==> src/rtl/adder_pkg.sv <==
// Shared constants and helpers for the pipelined adder: slice sizing,
// saturation patterns and the bit layout of the packed operation-mode field.
package adder_pkg;

   // Widest operand the saturation helpers can describe.
   localparam int MAX_W = 256;

   // Bit positions inside the packed {op_sat, op_sub} mode field.
   localparam int OP_SUB_BIT = 0;
   localparam int OP_SAT_BIT = 1;
   localparam int OP_W       = 2;

   // Width of one carry slice.
   function automatic int slice_w(input int width, input int stages);
      return width / stages;
   endfunction

   // Largest positive two's-complement value of the given width: 0 then all ones.
   function automatic logic [MAX_W-1:0] sat_max(input int width);
      logic [MAX_W-1:0] r;
      r = '0;
      for (int i = 0; i < width - 1; i++) r[i] = 1'b1;
      return r;
   endfunction

   // Most negative two's-complement value of the given width: 1 then all zeros.
   function automatic logic [MAX_W-1:0] sat_min(input int width);
      logic [MAX_W-1:0] r;
      r = '0;
      r[width-1] = 1'b1;
      return r;
   endfunction

endpackage

==> src/rtl/adder_slice.sv <==
// One carry slice: a purely combinational W-bit adder with carry in and out.
module adder_slice #(
   parameter int W = 8
) (
   input  logic [W-1:0] a,
   input  logic [W-1:0] b,
   input  logic         cin,
   output logic [W-1:0] sum,
   output logic         cout
);

   logic [W:0] full;

   // Widen by one bit so the carry out of the MSB is kept.
   assign full = {1'b0, a} + {1'b0, b} + {{W{1'b0}}, cin};
   assign sum  = full[W-1:0];
   assign cout = full[W];

endmodule

==> src/rtl/pipelined_adder.sv <==
// Pipelined add/subtract unit. The carry chain is cut into STAGES equal
// slices, one per clock. Pending operand bits are skewed down through the
// pipe (shifted so the next slice always sits at bit 0) while finished sum
// slices are shifted in from the top, so after the last slice the result is
// aligned. A single advance signal moves the whole pipe, giving valid/ready
// back-pressure without collapsing bubbles.
module pipelined_adder
   import adder_pkg::*;
#(
   parameter int WIDTH  = 32,
   parameter int STAGES = 4
) (
   input  logic             clk,
   input  logic             rst,
   input  logic             in_valid,
   output logic             in_ready,
   input  logic [WIDTH-1:0] add_in1,
   input  logic [WIDTH-1:0] add_in2,
   input  logic             op_sub,
   input  logic             op_sat,
   output logic             out_valid,
   input  logic             out_ready,
   output logic [WIDTH-1:0] add_out,
   output logic             carry_out,
   output logic             overflow,
   output logic             zero
);

   localparam int SW   = slice_w(WIDTH, STAGES);
   localparam int LAST = STAGES - 1;
   // Number of inter-stage register slots (at least one so arrays stay legal).
   localparam int NREG = (STAGES > 1) ? STAGES - 1 : 1;

   localparam logic [WIDTH-1:0] SAT_MAX_V = WIDTH'(sat_max(WIDTH));
   localparam logic [WIDTH-1:0] SAT_MIN_V = WIDTH'(sat_min(WIDTH));

   logic            advance;
   logic [OP_W-1:0] mode;

   // Values entering slice k: pending operand bits (slice k at bit 0),
   // partial sum so far (top-aligned), carry in, sat mode and valid.
   logic [WIDTH-1:0] in_a    [STAGES];
   logic [WIDTH-1:0] in_b    [STAGES];
   logic [WIDTH-1:0] in_done [STAGES];
   logic             in_cin  [STAGES];
   logic             in_sat  [STAGES];
   logic             in_vld  [STAGES];

   // Slice outputs and the partial sum after slice k.
   logic [SW-1:0]    sl_sum   [STAGES];
   logic             sl_cout  [STAGES];
   logic [WIDTH-1:0] nxt_done [STAGES];

   // Registers between slice k and slice k+1.
   logic [WIDTH-1:0] a_q    [NREG];
   logic [WIDTH-1:0] b_q    [NREG];
   logic [WIDTH-1:0] done_q [NREG];
   logic             c_q    [NREG];
   logic             sat_q  [NREG];
   logic             v_q    [NREG];

   // Final-slice result before it is registered into the outputs.
   logic             a_msb;
   logic             b_msb;
   logic             s_msb;
   logic             fin_ovf;
   logic [WIDTH-1:0] fin_res;
   logic             fin_zero;

   // The whole pipe moves whenever the output slot is empty or being drained.
   assign advance  = !out_valid || out_ready;
   assign in_ready = advance;

   // Pack the incoming mode bits.
   // NOTE: every signal written in an always_comb gets a default first, so no path leaves it unassigned and no latch is inferred.
   always_comb begin
      mode             = '0;
      mode[OP_SUB_BIT] = op_sub;
      mode[OP_SAT_BIT] = op_sat;
   end

   // Build the inputs to each slice: slice 0 from the ports (only effective
   // B and carry-in are kept for subtract), later slices from the stage registers.
   always_comb begin
      in_a[0]    = add_in1;
      in_b[0]    = mode[OP_SUB_BIT] ? ~add_in2 : add_in2;
      in_cin[0]  = mode[OP_SUB_BIT];
      in_done[0] = '0;
      in_sat[0]  = mode[OP_SAT_BIT];
      in_vld[0]  = in_valid;
      for (int k = 1; k < STAGES; k++) begin
         in_a[k]    = a_q[k-1];
         in_b[k]    = b_q[k-1];
         in_cin[k]  = c_q[k-1];
         in_done[k] = done_q[k-1];
         in_sat[k]  = sat_q[k-1];
         in_vld[k]  = v_q[k-1];
      end
   end

   // One combinational slice per stage.
   for (genvar k = 0; k < STAGES; k++) begin : g_slice
      adder_slice #(.W(SW)) u_slice (
         .a    (in_a[k][SW-1:0]),
         .b    (in_b[k][SW-1:0]),
         .cin  (in_cin[k]),
         .sum  (sl_sum[k]),
         .cout (sl_cout[k])
      );
   end

   // Shift each finished slice in from the top of the partial sum.
   always_comb begin
      for (int k = 0; k < STAGES; k++) begin
         nxt_done[k] = (in_done[k] >> SW) | (WIDTH'(sl_sum[k]) << (WIDTH - SW));
      end
   end

   // Flags and saturation from the final slice; overflow describes the
   // unclamped sum, zero describes the clamped result.
   always_comb begin
      a_msb    = in_a[LAST][SW-1];
      b_msb    = in_b[LAST][SW-1];
      s_msb    = sl_sum[LAST][SW-1];
      fin_ovf  = (a_msb == b_msb) && (s_msb != a_msb);
      fin_res  = nxt_done[LAST];
      if (in_sat[LAST] && fin_ovf) begin
         fin_res = a_msb ? SAT_MIN_V : SAT_MAX_V;
      end
      fin_zero = (fin_res == '0);
   end

   // Operand skew, partial sums and carries between slices.
   // NOTE: pure datapath registers are not reset; the reset valid bits already mark their contents as don't-care.
   always_ff @(posedge clk) begin
      if (advance) begin
         for (int k = 0; k < LAST; k++) begin
            a_q[k]    <= in_a[k] >> SW;
            b_q[k]    <= in_b[k] >> SW;
            done_q[k] <= nxt_done[k];
            c_q[k]    <= sl_cout[k];
            sat_q[k]  <= in_sat[k];
         end
      end
   end

   // Stage valid bits and registered outputs; cleared asynchronously so
   // in-flight work is dropped the moment reset is seen.
   // NOTE: sequential state uses non-blocking assignments so every register samples pre-edge values regardless of statement order.
   always_ff @(posedge clk or posedge rst) begin
      if (rst) begin
         for (int k = 0; k < NREG; k++) v_q[k] <= 1'b0;
         out_valid <= 1'b0;
         add_out   <= '0;
         carry_out <= 1'b0;
         overflow  <= 1'b0;
         zero      <= 1'b0;
      end else if (advance) begin
         for (int k = 0; k < LAST; k++) v_q[k] <= in_vld[k];
         out_valid <= in_vld[LAST];
         add_out   <= fin_res;
         carry_out <= sl_cout[LAST];
         overflow  <= fin_ovf;
         zero      <= fin_zero;
      end
   end

endmodule
==> config.mk <==
export PLATFORM = sky130hd
export DESIGN_NAME = pipelined_adder
export DESIGN_NICKNAME = d
export VERILOG_FILES = /design/src/rtl/adder_pkg.sv /design/src/rtl/adder_slice.sv /design/src/rtl/pipelined_adder.sv
export SDC_FILE = /design/constraint.sdc
export NUM_CORES = 1
export LEC_CHECK = 0
export BUFFER_PORTS_ARGS = -buffer_cell sky130_fd_sc_hd__buf_4
export CAP_MARGIN = 20
export CORE_ASPECT_RATIO = 1.1
export CORE_MARGIN = 2
export CORE_UTILIZATION = 30
export CTS_CLUSTER_DIAMETER = 150
export DETAILED_ROUTE_END_ITERATION = 16
export GPL_ROUTABILITY_DRIVEN = 0
export PLACE_DENSITY = 0.53
export SYNTH_ARGS = -nofsm -noshare
export SYNTH_HDL_FRONTEND = slang
export SYNTH_SLANG_ARGS = --single-unit
==> constraint.sdc <==
create_clock -name clk -period 8.5 [get_ports clk]
set_clock_uncertainty 0.2 [all_clocks]
set_input_delay 0.85 -clock clk [delete_from_list [all_inputs] [get_ports clk]]
set_output_delay 0.85 -clock clk [all_outputs]
set_load 0.02 [all_outputs]
[Yosys cells after proc, flatten, opt, wreduce, memory -nomap -nowiden]
Memory sizes are Yosys's and may differ from the RTL's.
Index checks and enable logic that the tools add are counted.
Word-level totals
  bits in registers: 39
  memory bits (writable): 246
  input port bits: 70
  logic and storage cells: 37
  memories: 5
Operators by class
  add/subtract/negate cells: 8
  eq/ne operators: 2
  mux-type cells: 5
  bitwise gates (word level): 4
  reductions and logical operators: 5
Memories
  done_q: depth 3, width 32, rd ports 3, clocked after Yosys merged registers in 0, wr ports 3, line pipelined_adder.sv:57  | logic [WIDTH-1:0] done_q [NREG];
  a_q: depth 3, width 24, rd ports 3, clocked after Yosys merged registers in 0, wr ports 3, line pipelined_adder.sv:55  | logic [WIDTH-1:0] a_q [NREG];
  b_q: depth 3, width 24, rd ports 3, clocked after Yosys merged registers in 0, wr ports 3, line pipelined_adder.sv:56  | logic [WIDTH-1:0] b_q [NREG];
  c_q: depth 3, width 1, rd ports 3, clocked after Yosys merged registers in 0, wr ports 3, line pipelined_adder.sv:58  | logic c_q [NREG];
  sat_q: depth 3, width 1, rd ports 3, clocked after Yosys merged registers in 0, wr ports 3, line pipelined_adder.sv:59  | logic sat_q [NREG];
Operators with widths (number)
  two-way mux 32 bit: 3
  bitwise OR 24 x 32 -> 32 bit: 3
  adder 8 x 8 -> 9 bit: 4
  adder 9 x 1 -> 9 bit: 4
  logical NOT 32 bit: 1
  NOT 32 bit: 1
  logical AND 1 bit: 2
  two-way mux 1 bit: 2
  == test 1 bit: 1
  logical NOT 1 bit: 1
  logical OR 1 bit: 1
  != test 1 bit: 1

[Logic depth before layout (Yosys ltp)]
An unclocked memory read counts as a cell.
  word-level depth: 8
  mapped depth: 10
  gate-level depth less buffers: 10

[By module]
From an unflattened synthesis, not the netlist that was laid out.
Unflattened totals
  cell total of the unflattened synthesis: 546
  area total of the unflattened synthesis: 7933.9 um2
Modules (own cells, without submodules)
  pipelined_adder: instances 1, cells each 385, area an instance 6592.6 um2
  adder_slice at g_slice[0].u_slice ...: instances 3, cells each 40, area an instance 331.6 um2
  adder_slice at g_slice[1].u_slice: instances 1, cells each 41, area an instance 346.6 um2

[Worst setup path before layout]
OpenSTA, ideal clock, no wires.
  path type: input-to-output
  start point: input out_ready
  end point: output in_ready
  arrival: 5.605 ns
  required time: 7.450 ns
  setup slack: 1.845 ns
  cell stages on the path: 4
  path buffers: 2
  path through: nor2b_1 -> clkbuf_1 -> inv_1 -> clkbuf_1
On the way
  word-level cells in the longest chain between the ends: 1
RTL lines
  start: declaration: line pipelined_adder.sv:22  | input logic out_ready,
  logical OR 1 bit: line pipelined_adder.sv:71  | assign advance = !out_valid || out_ready;
  end: declaration: line pipelined_adder.sv:16  | output logic in_ready,
No other way between the ends.

[Worst setup path after layout]
  start point: input out_ready
  end point: register zero
On the way
  word-level cells in the longest chain between the ends: 1
RTL lines
  logical OR 1 bit: line pipelined_adder.sv:71
  end signal: assignment: line pipelined_adder.sv:164  | zero <= fin_zero;
  end: declaration: line pipelined_adder.sv:26  | output logic zero
No other way between the ends.
A chain may end at the register's enable or synchronous reset.

==> flow_metrics.tcl <==
set metrics [dict create \
    crit_path_start_kind "primary input" \
    timing.reg2reg.setup_slack_ns 4.80 \
    cts_setup_buffers 0 \
    power_mw 3.43 \
    grt_overflow_total 0 \
    dpl-instance-area_sq_mm 0.00894 \
    core_area_sq_mm 0.0253 \
    maxCapViolations 0 \
    kind_of_critical_path "primary input to flop" \
    hold_path.class "flop to flop" \
    detailedRoute.firstPassIterationCount 4 \
    ctsHtreeMaxLevel 4 \
    std_cell_rows 61 \
    nFillCells 2467 \
    yosysSeqAreaShare_pct 70.8 \
    crit_slowest_cell "sky130_fd_sc_hd__buf_4" \
    worst_path_most_repeated_cell "sky130_fd_sc_hd__buf_4" \
    hold_viol 0 \
    fin_cells 1010 \
    multi_input_comb_area_sq_mm 0.00211 \
    area.sequential_sq_mm 0.00548 \
    postSynth.asyncResetShare_pct 20.6 \
    postCtsResizedCells 0 \
    finalWirelength_mm 14.0 \
    cts.reportedPaths.clkPinSlew_ns 0.07 \
    initial_utilization_pct 30.6 \
    irDropWorstVdd_uv 124 \
    via_count_of_the_first_global_routing_pass 4527 \
    holdPathStages 0 \
    synthToLayoutAreaGrowth_pct 22.2 \
    r2r-start "out_valid" \
    setup_tns_ns 0 \
    finalNetCount 759 \
    post_route_cells_drive_above_1_share_pct 22.7 \
    worstSkewPairLatency_ns 0.42 \
    antenna_left 0 \
    via_count_normalized_by_instance_count 4.28 \
    pwr_density_cell_mw_per_mm2 363 \
    yosys_warnings 0 \
    rsz0062_at_grt "no" \
    die_x_microns 157 \
    post-dp-hpwl_mm 10.3 \
    timing.critical_path.buf_inv 4 \
    dp.cells 981 \
    floorplan.die_area_sq_mm 0.0271 \
    timing.critical_path.max_delay_family "buffers and inverters" \
    synth_fp_nets 646 \
    routedWlPerCell_microns 13.8 \
    p_leak_nw 3.84 \
    critical_path_cell_list "buf_4, nor2b_1, inv_6, buf_4, buf_4, nand4_1, nor4_2, nand3_1, o31ai_2" \
    track_usage_pct 11.0 \
    mapped_cells 541 \
    num_vias 4322 \
    tritoncts_num_sinks 189 \
    clock_tree_from_tritoncts "yes" \
    worstPathRequired_ns 8.62 \
    slowest_delay_ns 0.83 \
    finalCritPeriodShare_pct 43.7 \
    worstHoldEndpoint "a_q[0][34]" \
    hold_path_startpoint "a_q[0][18]" \
    cp_max_fo 79 \
    timing.rr.end "zero" \
    most_common_library_cell_in_the_layout_ignoring_fill_and_taps "sky130_fd_sc_hd__edfxtp_1" \
    number_of_flops_mapped_to_enable_cells_by_yosys 150 \
    synthFlopType "sky130_fd_sc_hd__edfxtp_1" \
    final-setup-viol-count 0 \
    post_synth_instance_area_sq_mm 0.00774 \
    ys_ff_latch 189 \
    remaining_drc_errors 0 \
    maximum_number_of_pins_on_one_net_before_global_route_repair 80 \
    synth.largest_area_cell "sky130_fd_sc_hd__edfxtp_1" \
    clockBufferDepth 2 \
    cts-root-buf "sky130_fd_sc_hd__clkbuf_16" \
    drv_slew 0 \
    cts_made_buffers 17 \
    worst_pin_slew_ns 0.984 \
    crit_path_end_kind "flop" \
    finalCriticalPeriod_ns 3.72 \
    boundaryPins 107 \
    fin_area_sq_mm 0.00946 \
    worstRegToRegCells 8 \
    post-synth-top-area-fraction_pct 58.2 \
    synth_top_cells_by_area "sky130_fd_sc_hd__edfxtp_1 (58%), sky130_fd_sc_hd__dfrtp_1 (13%), sky130_fd_sc_hd__ha_1 (4.5%), sky130_fd_sc_hd__xor2_1 (4.3%), sky130_fd_sc_hd__a21oi_1 (3.2%)" \
    outcome "complete, no violations" \
    port_buffers 106 \
    wire_length_of_the_first_global_routing_pass_mm 23.3 \
    yosysUniqueCellTypes 44 \
    most_used_cells_in_the_layout_excluding_fill_and_tap_cells "sky130_fd_sc_hd__edfxtp_1 (150), sky130_fd_sc_hd__buf_4 (110), sky130_fd_sc_hd__nand2_1 (53)" \
    hold_slack_ns 0.218 \
    die_h_microns 173 \
    slew_headroom_pct 34.2 \
    antenna_violations_before_repair 0 \
    syn-mean-instance-area_sq_um 14.3 \
    critical_path_arrival_ns 3.83 \
    n_antenna_cell 0 \
    fmaxAchievable_ghz 0.269 \
    first_iter_violations 248 \
    cts_hold_repair.buffers 0 \
]
through the flow:
stage	util, %	worst slack [ns]
floorplan	-	1.85
global placement	35.3	4.48
detailed placement	35.3	4.34
CTS	37.3	4.75
global route	37.3	4.42
finish	37.3	4.78
worst max path at each step:
stage	startpoint	to	slack, ns	cells after the start
floorplan	out_ready	in_ready	1.85	4
global placement	out_ready	zero	4.48	9
detailed placement	out_ready	zero	4.34	9
CTS	out_valid	zero	4.75	8
global route	out_valid	zero	4.42	8
finish	out_ready	zero	4.78	9
layout make-up:
type | instances | share of cell area (%)
flip-flops and latches | 189 | 57.9
multi-input cells | 313 | 22.3
clock buffers | 18 | 4.54
clock inverters | 11 | 0.939
inverters | 23 | 0.965
repair buffers | 110 | 8.73
well taps | 346 | 4.58
logic make-up after synthesis:
logic type	Yosys count	share of synthesized area, %
xor+xnor	49	5.54
simple gates	132	7.59
flops	189	70.8
buf+inv	39	2.04
mux	2	0.291
fa+ha+maj	35	6.33
compound gates	95	7.43
power breakdown:
part           switching [mW]  leakage, nW  total [mW]  internal, mW
clock network           0.328        0.258       0.702         0.374
registers               0.154         1.98        1.60          1.45
logic                   0.678         1.60        1.13         0.452
routing by layer:
layer  global-route usage, %  vias to the layer above  routed length (microns)  share of wire (%)
met5                       0                        -                        0                  0
met4                    3.83                        0                      212                1.5
met3                    2.80                       15                      614                4.4
met2                    16.7                      103                     6450                 46
met1                    15.2                     2045                     6680                 48
li1                        -                     2159                        -                  -
synth_stat cells (3+ instances only):
cell / count
sky130_fd_sc_hd__o21a_1: 4
sky130_fd_sc_hd__a21o_1: 4
sky130_fd_sc_hd__edfxtp_1: 150
sky130_fd_sc_hd__xnor2_1: 11
sky130_fd_sc_hd__nand2b_1: 4
sky130_fd_sc_hd__fa_1: 7
sky130_fd_sc_hd__o21bai_1: 4
sky130_fd_sc_hd__nor2b_1: 7
sky130_fd_sc_hd__buf_2: 3
sky130_fd_sc_hd__nor2_1: 49
sky130_fd_sc_hd__a21oi_1: 50
sky130_fd_sc_hd__clkbuf_1: 8
sky130_fd_sc_hd__o21ai_0: 12
sky130_fd_sc_hd__nand3_1: 4
sky130_fd_sc_hd__inv_1: 23
sky130_fd_sc_hd__buf_1: 3
sky130_fd_sc_hd__dfrtp_1: 39
sky130_fd_sc_hd__xor2_1: 38
sky130_fd_sc_hd__nor3_1: 3
sky130_fd_sc_hd__ha_1: 28
sky130_fd_sc_hd__nand2_1: 53
state kept, by name (all words and copies together) (netlist names):
signal and cells:
a_q 48, b_q 48, done_q 48, add_out 32, c_q 3, in_vld 3, sat_q 3, carry_out 1
out_valid 1, overflow 1, zero 1
Power figures use the tool's default switching activity.
